`src/rtl/cpu_line_responder_pkg.sv`:
```
// Shared types and helpers for the CPU line responder: FSM states, line geometry
// and the byte-lane merge used when a CPU write lands in the line buffer.
package cpu_line_responder_pkg;

    localparam int S_OFFSET = 5;
    localparam int ADDR_W   = 32;
    localparam int LINE_W   = 8 << S_OFFSET;
    localparam int WORDS    = LINE_W / 32;
    localparam int IDX_W    = S_OFFSET - 2;
    localparam int TAG_W    = ADDR_W - S_OFFSET;

    typedef enum logic [2:0] {
        IDLE,
        FETCH,
        MERGE,
        WB,
        RESP
    } state_t;

    // Replace the enabled byte lanes of word idx with wdata; everything else is kept.
    function automatic logic [LINE_W-1:0] merge_word(
        input logic [LINE_W-1:0] line,
        input logic [IDX_W-1:0]  idx,
        input logic [31:0]       wdata,
        input logic [3:0]        be
    );
        logic [LINE_W-1:0] result;
        result = line;
        for (int b = 0; b < 4; b++) begin
            if (be[b]) begin
                result[int'(idx) * 32 + b * 8 +: 8] = wdata[b * 8 +: 8];
            end
        end
        return result;
    endfunction

endpackage

```
`src/rtl/cpu_line_responder_line_buffer.sv`:
```
// Single-entry line buffer: valid/tag/data registers with a whole-line load port,
// a byte-lane merge port and a word-select read port.
module line_buffer
    import cpu_line_responder_pkg::*;
#(
    parameter int s_offset   = S_OFFSET,
    parameter int addr_width = ADDR_W
) (
    input  logic                         clk,
    input  logic                         rst,
    input  logic                         load_en,
    input  logic [addr_width-s_offset-1:0] load_tag,
    input  logic [(8<<s_offset)-1:0]     load_data,
    input  logic                         merge_en,
    input  logic [s_offset-3:0]          merge_idx,
    input  logic [31:0]                  merge_wdata,
    input  logic [3:0]                   merge_be,
    input  logic [s_offset-3:0]          rd_idx,
    output logic                         buf_valid,
    output logic [addr_width-s_offset-1:0] buf_tag,
    output logic [(8<<s_offset)-1:0]     buf_data,
    output logic [31:0]                  rd_word
);

    localparam int line_words = (8 << s_offset) / 32;

    logic [31:0] word_arr [line_words];

    always_ff @(posedge clk or negedge rst) begin
        if (!rst) begin
            buf_valid <= 1'b0;
            buf_tag   <= '0;
            buf_data  <= '0;
        end else if (load_en) begin
            buf_valid <= 1'b1;
            buf_tag   <= load_tag;
            buf_data  <= load_data;
        end else if (merge_en) begin
            buf_data  <= merge_word(buf_data, merge_idx, merge_wdata, merge_be);
        end
    end

    generate
        for (genvar gi = 0; gi < line_words; gi++) begin : g_word
            assign word_arr[gi] = buf_data[gi * 32 +: 32];
        end
    endgenerate

    assign rd_word = word_arr[rd_idx];

endmodule

```
`src/rtl/cpu_line_responder.sv`:
```
// Word-to-line memory responder: serves 32-bit CPU accesses from a one-line buffer,
// fetching lines on a miss and writing every store through to physical memory.
module cpu_line_responder
    import cpu_line_responder_pkg::*;
#(
    parameter int s_offset   = S_OFFSET,
    parameter int addr_width = ADDR_W
) (
    input  logic                    clk,
    input  logic                    rst,
    input  logic                    mem_read,
    input  logic                    mem_write,
    input  logic [3:0]              mem_byte_enable,
    input  logic [addr_width-1:0]   mem_address,
    input  logic [31:0]             mem_wdata,
    output logic                    mem_resp,
    output logic [31:0]             mem_rdata,
    output logic                    pmem_read,
    output logic                    pmem_write,
    output logic [addr_width-1:0]   pmem_address,
    output logic [(8<<s_offset)-1:0] pmem_wdata,
    input  logic [(8<<s_offset)-1:0] pmem_rdata,
    input  logic                    pmem_resp
);

    localparam int line_w = 8 << s_offset;
    localparam int tag_w  = addr_width - s_offset;
    localparam int idx_w  = s_offset - 2;

    state_t                    state_reg, state_next;
    logic [addr_width-1:2]     word_addr_reg;
    logic [31:0]               wdata_reg;
    logic [3:0]                be_reg;
    logic                      write_reg;

    logic                      buf_valid;
    logic [tag_w-1:0]          buf_tag;
    logic [line_w-1:0]         buf_data;
    logic [31:0]               rd_word;
    logic                      load_en;
    logic                      merge_en;
    logic                      accept;

    logic [tag_w-1:0]          req_tag;
    logic [tag_w-1:0]          lat_tag;
    logic [idx_w-1:0]          lat_idx;
    logic                      req_hit;
    logic [addr_width-1:0]     line_addr;
    logic                      unused_byte_offset;

    assign req_tag            = mem_address[addr_width-1:s_offset];
    assign lat_tag            = word_addr_reg[addr_width-1:s_offset];
    assign lat_idx            = word_addr_reg[s_offset-1:2];
    assign req_hit            = buf_valid && (buf_tag == req_tag);
    assign line_addr          = {lat_tag, {s_offset{1'b0}}};
    assign accept             = (state_reg == IDLE) && (mem_read || mem_write);
    assign unused_byte_offset = ^mem_address[1:0];

    always_ff @(posedge clk or negedge rst) begin
        if (!rst) begin
            state_reg     <= IDLE;
            word_addr_reg <= '0;
            wdata_reg     <= '0;
            be_reg        <= '0;
            write_reg     <= 1'b0;
        end else begin
            state_reg <= state_next;
            if (accept) begin
                word_addr_reg <= mem_address[addr_width-1:2];
                wdata_reg     <= mem_wdata;
                be_reg        <= mem_byte_enable;
                write_reg     <= mem_write;
            end
        end
    end

    // Hit/miss is decided on the incoming address, which is the value being latched.
    always_comb begin
        state_next = state_reg;
        load_en    = 1'b0;
        merge_en   = 1'b0;
        case (state_reg)
            IDLE: begin
                if (mem_write) begin
                    state_next = req_hit ? MERGE : FETCH;
                end else if (mem_read) begin
                    state_next = req_hit ? RESP : FETCH;
                end
            end
            FETCH: begin
                if (pmem_resp) begin
                    load_en    = 1'b1;
                    state_next = write_reg ? MERGE : RESP;
                end
            end
            MERGE: begin
                merge_en   = 1'b1;
                state_next = WB;
            end
            WB: begin
                if (pmem_resp) begin
                    state_next = RESP;
                end
            end
            RESP:    state_next = IDLE;
            default: state_next = IDLE;
        endcase
    end

    assign mem_resp     = (state_reg == RESP);
    assign mem_rdata    = mem_resp ? rd_word : '0;
    assign pmem_read    = (state_reg == FETCH);
    assign pmem_write   = (state_reg == WB);
    assign pmem_address = (pmem_read || pmem_write) ? line_addr : '0;
    assign pmem_wdata   = pmem_write ? buf_data : '0;

    line_buffer #(
        .s_offset   (s_offset),
        .addr_width (addr_width)
    ) u_line_buffer (
        .clk         (clk),
        .rst         (rst),
        .load_en     (load_en),
        .load_tag    (lat_tag),
        .load_data   (pmem_rdata),
        .merge_en    (merge_en),
        .merge_idx   (lat_idx),
        .merge_wdata (wdata_reg),
        .merge_be    (be_reg),
        .rd_idx      (lat_idx),
        .buf_valid   (buf_valid),
        .buf_tag     (buf_tag),
        .buf_data    (buf_data),
        .rd_word     (rd_word)
    );

endmodule

```
`config.mk`:
```
export PLATFORM = sky130hd
export DESIGN_NAME = cpu_line_responder
export DESIGN_NICKNAME = d
export VERILOG_FILES = /design/src/rtl/cpu_line_responder_pkg.sv /design/src/rtl/cpu_line_responder_line_buffer.sv /design/src/rtl/cpu_line_responder.sv
export SDC_FILE = /design/constraint.sdc
export NUM_CORES = 1
export LEC_CHECK = 0
export CORE_AREA = 2 2 250 252
export CTS_CLUSTER_DIAMETER = 200
export DETAILED_ROUTE_END_ITERATION = 12
export DIE_AREA = 0 0 252 254
export GPL_ROUTABILITY_DRIVEN = 0
export PLACE_DENSITY = 0.7
export SLEW_MARGIN = 5
export SYNTH_ARGS = -nofsm -noshare
export SYNTH_HDL_FRONTEND = slang
export SYNTH_SLANG_ARGS = --single-unit
```
`constraint.sdc`:
```
create_clock -name clk -period 5.3 [get_ports clk]
set_clock_uncertainty 0.05 [all_clocks]
set_input_delay 1.06 -clock clk [delete_from_list [all_inputs] [get_ports clk]]
set_output_delay 1.06 -clock clk [all_outputs]
set_load 0.05 [all_outputs]
```
==> results_tabular.tex <==
\begin{tabular}{lr}
\hline
Metric & Value \\
\hline
\multicolumn{2}{l}{\textbf{Status}} \\
Result of the run & finished, final reports clean \\
\multicolumn{2}{l}{\textbf{Synth}} \\
Number of enable flip-flop cells after synthesis & 0 \\
Flip-flop and latch count after synthesis & 354 \\
Share of synthesized registers carrying an async set or reset & 1.00 \\
Synthesized area per cell & 10.1 µm² \\
Top cells by count, synth & 354 x sky130\_fd\_sc\_hd\_\_dfrtp\_1, 258 x sky130\_fd\_sc\_hd\_\_and3\_1, 208 x sky130\_fd\_sc\_hd\_\_nand2\_1 \\
Post-synth cell types & 62 \\
Dominant cell by count in the synthesized netlist & sky130\_fd\_sc\_hd\_\_dfrtp\_1 \\
Summed instance area of the synthesized netlist & 20,900 µm² \\
Dominant register cell in the synthesized netlist & sky130\_fd\_sc\_hd\_\_dfrtp\_1 \\
Top post-synthesis cells by area & sky130\_fd\_sc\_hd\_\_dfrtp\_1 42\%, sky130\_fd\_sc\_hd\_\_and3\_1 7.7\%, sky130\_fd\_sc\_hd\_\_mux4\_2 6.9\% \\
Total number of yosys warnings & 0 \\
Top cell type's share of synthesized area & 0.423 \\
Post-synthesis instance total & 2,077 \\
Cell accounting for the most synthesized area & sky130\_fd\_sc\_hd\_\_dfrtp\_1 \\
Post-synthesis sequential area ratio & 0.423 \\
\multicolumn{2}{l}{\textbf{Clock tree}} \\
Maximum clock insertion buffer count & 3 \\
Post-CTS Setup Repair Bufs & 0 \\
Clock Latency Late Sink & 570 ps \\
Root cell of the clock tree & sky130\_fd\_sc\_hd\_\_clkbuf\_16 \\
Clock transition time at the flip-flop clock pins of the worst setup and hold paths & roughly 60 ps \\
H-tree levels & 2 \\
CTS hold repair buffers & 0 \\
TritonCTS clock tree & built \\
Clk sink count & 354 \\
PostCTS Resize Cnt & 0 \\
CTS Buf Count & 41 \\
\multicolumn{2}{l}{\textbf{Routing}} \\
Routed via count & 20,133 \\
Average wire length per cell after detail routing & 25.8 µm \\
Number of vias per cell & 5.87 \\
First-pass iteration count of the detailed router & 6 \\
Number of nets still failing antenna checks after routing & 0 \\
DR iter-0 viols & $\sim$2,000 \\
Routed wire length & 88.3 mm \\
\# DRC & 0 \\
\multicolumn{2}{l}{\textbf{Worst setup path}} \\
CP top delay family & buffers and inverters \\
CP arrival & 3600 ps \\
Slowest CP cell & sky130\_fd\_sc\_hd\_\_dfrtp\_4 \\
Delay contributed by the slowest stage of the critical path & 970 ps \\
Crit. End Element & output pin \\
Worst path required time & between 4000 and 5000 ps \\
Cells along the critical path & buf\_4 -> mux4\_2 -> nand2\_1 -> a21oi\_1 -> clkdlybuf4s50\_1 \\
Worst path buffer plus inverter count & 2 \\
Critical path fanouts, max & 42 \\
Critical Path Source Type & flop \\
Setup CP Type & flop to output pin \\
\multicolumn{2}{l}{\textbf{Timing}} \\
Setup repair after global routing missed its margin & no \\
Final TNS setup & 0 ps \\
Period utilisation layout & 0.890 \\
Tmin final & 4710 ps \\
Number of setup violations in the final report & 0 \\
Max Freq & approximately 210 MHz \\
Slew @ Worst Pin & 1360 ps \\
Max-Slew Margin vs Limit & 0.0848 \\
Max Slew Vio Count & 0 \\
Final number of hold-violating endpoints & 0 \\
\multicolumn{2}{l}{\textbf{Die}} \\
Cell row count & 91 \\
Overall die area & 64,000 µm² \\
Core region area & 61,300 µm² \\
Initial Util & 0.342 \\
Width of the die & 252 µm \\
Number of primary I/O pins & 652 \\
Floorplan die height & 254 µm \\
\multicolumn{2}{l}{\textbf{Pwr}} \\
Combinational share of power & 0.534 \\
Clock power frac & 0.159 \\
Maximum vdd ir drop & 0.000443 V \\
Net switching power figure & 8720 µW \\
Total Power & 18,300 µW \\
Static leakage & 0.0128 µW \\
Cell Pwr Density & 626 nW/µm² \\
Sw Ratio & 0.478 \\
Register share of total power & 0.307 \\
Internal power & 9530 µW \\
\multicolumn{2}{l}{\textbf{Final layout}} \\
Fraction of layout cells with a size suffix above 1 & 0.128 \\
Area grow syn2layout & 39.4\% \\
Final net count & slightly below 3,000 \\
Number of filler instances in the final layout & between 5,000 and 6,000 \\
Sequential cell area in the final layout & 8870 µm² \\
Multi-input gate area & 11,000 µm² \\
Non-filler cells, final & $\sim$3,400 \\
Number of flip-flops under the largest register name & between 200 and 300 \\
\multicolumn{2}{l}{\textbf{Global routing}} \\
Aggregate global routing overflow & 0 \\
Largest net degree at the start of global routing & 272 \\
Global-route wire length before repair & roughly 130 mm \\
Via count of the first global-routing pass & 20,528 \\
GRT Resource Usage Total & 0.266 \\
Number of antenna violations at the first check in global routing & 13 \\
\multicolumn{2}{l}{\textbf{Min path}} \\
Classification of the worst-slack hold path & flop to flop \\
\multicolumn{2}{l}{\textbf{Place}} \\
Total half-perimeter wirelength after legalization and detailed placement & about 63 mm \\
Number of port buffers & 644 \\
Placed Cells incl. Taps & 3,344 \\
\multicolumn{2}{l}{\textbf{Job}} \\
Max-cap violations & 0 \\
\hline
\end{tabular}
==> cell type report <==
class,instances,share of cell area
Antenna cell,10,0.000858
Timing Repair Buffer,681,0.235
Inverter,9,0.00116
Multi-Input combinational cell,1510,0.379
Tap cell,790,0.0339
Sequential cell,354,0.304
Clock buffer,62,0.0428
Clock inverter,12,0.00365
==> cells by family (layout without fill, tap and decap cells) <==
group	after synthesis	after routing	share of synthesized area
simple gates	776	776	0.195
buf+inv	217	764	0.0515
flops	354	354	0.423
xor+xnor	27	27	0.0113
other cells	1	15	0.000179
compound gates	529	529	0.191
fa+ha+maj	6	6	0.00359
mux	167	167	0.124
==> worst paths after layout <==
kind                                    startpoint                           to  slack [ps]  cells after the start
max in group asynchronous                      rst  u_line_buffer.buf_data[145]        3430                      2
min                        u_line_buffer.buf_valid      u_line_buffer.buf_valid         430                      1
min in group asynchronous                      rst  u_line_buffer.buf_data[184]         500                      1
max reg2reg                       word_addr_reg[3]   u_line_buffer.buf_data[34]        1540                      7
max                               word_addr_reg[2]                mem_rdata[30]         590                      5
min reg2reg                u_line_buffer.buf_valid      u_line_buffer.buf_valid         430                      1
==> per-layer routing <==
| layer | share of wire | global-route usage | up-vias |
|---|---|---|---|
| li1 | - | - | 8620 |
| met1 | 0.38 | 0.331 | 9904 |
| met2 | 0.47 | 0.434 | 1318 |
| met3 | 0.093 | 0.0562 | 285 |
| met4 | 0.055 | 0.141 | 6 |
| met5 | 0.00040 | 0 | - |
==> layout by cell type, fill, tap and decap left out, types with 5 or more instances in the layout <==
cell | netlist | routed
sky130_fd_sc_hd__and2_1 | 38 | 38
sky130_fd_sc_hd__buf_4 | 21 | 28
sky130_fd_sc_hd__a21oi_1 | 174 | 174
sky130_fd_sc_hd__mux4_2 | 64 | 64
sky130_fd_sc_hd__conb_1 | 1 | 5
sky130_fd_sc_hd__nor2_1 | 183 | 183
sky130_fd_sc_hd__diode_2 | 0 | 10
sky130_fd_sc_hd__a22o_1 | 70 | 70
sky130_fd_sc_hd__a21o_1 | 48 | 48
sky130_fd_sc_hd__xor2_1 | 12 | 12
sky130_fd_sc_hd__and2_0 | 14 | 14
sky130_fd_sc_hd__o21ai_0 | 21 | 21
sky130_fd_sc_hd__nand2b_1 | 11 | 11
sky130_fd_sc_hd__buf_12 | 1 | 9
sky130_fd_sc_hd__mux2_1 | 12 | 12
sky130_fd_sc_hd__nand4_1 | 6 | 6
sky130_fd_sc_hd__a221oi_4 | 20 | 20
sky130_fd_sc_hd__nor2_2 | 6 | 6
sky130_fd_sc_hd__nor3_1 | 6 | 6
sky130_fd_sc_hd__a22oi_1 | 161 | 161
sky130_fd_sc_hd__ha_1 | 6 | 6
sky130_fd_sc_hd__clkbuf_16 | 0 | 43
sky130_fd_sc_hd__dfrtp_1 | 354 | 349
sky130_fd_sc_hd__a21oi_2 | 20 | 20
sky130_fd_sc_hd__clkbuf_8 | 0 | 10
sky130_fd_sc_hd__inv_1 | 8 | 8
sky130_fd_sc_hd__nand2_1 | 208 | 207
sky130_fd_sc_hd__xnor2_1 | 15 | 15
sky130_fd_sc_hd__and3_1 | 258 | 258
sky130_fd_sc_hd__clkbuf_1 | 99 | 9
sky130_fd_sc_hd__mux2_2 | 90 | 90
sky130_fd_sc_hd__a32oi_1 | 7 | 7
sky130_fd_sc_hd__clkdlybuf4s50_1 | 0 | 643
sky130_fd_sc_hd__nand3_1 | 9 | 9
==> power by group through the flow <==
stage          Clock [µW]  Sequential [µW]  Combinational (µW)
4_1_cts              2920             5540                9710
6_report             2890             5600                9760
3_5_place_dp            0             5580                9660
5_1_grt              3030             5720               10400
3_3_place_gp            0             5500                9480
2_1_floorplan           0             4720                7240
==> through the flow <==
| stage | util | hold WS [ps] | worst slack, ps | instance area [µm²] |
|---|---|---|---|---|
| finish | 0.476 | 427 | 585 | 29200 |
| global route | 0.476 | 442 | 473 | 29200 |
| CTS | 0.476 | 423 | 527 | 29100 |
| detailed placement | 0.454 | 406 | 1150 | 27800 |
| global placement | 0.454 | 400 | 1120 | 27800 |
| floorplan | - | 384 | 2050 | 20900 |
(Power assumes the default switching activity.)
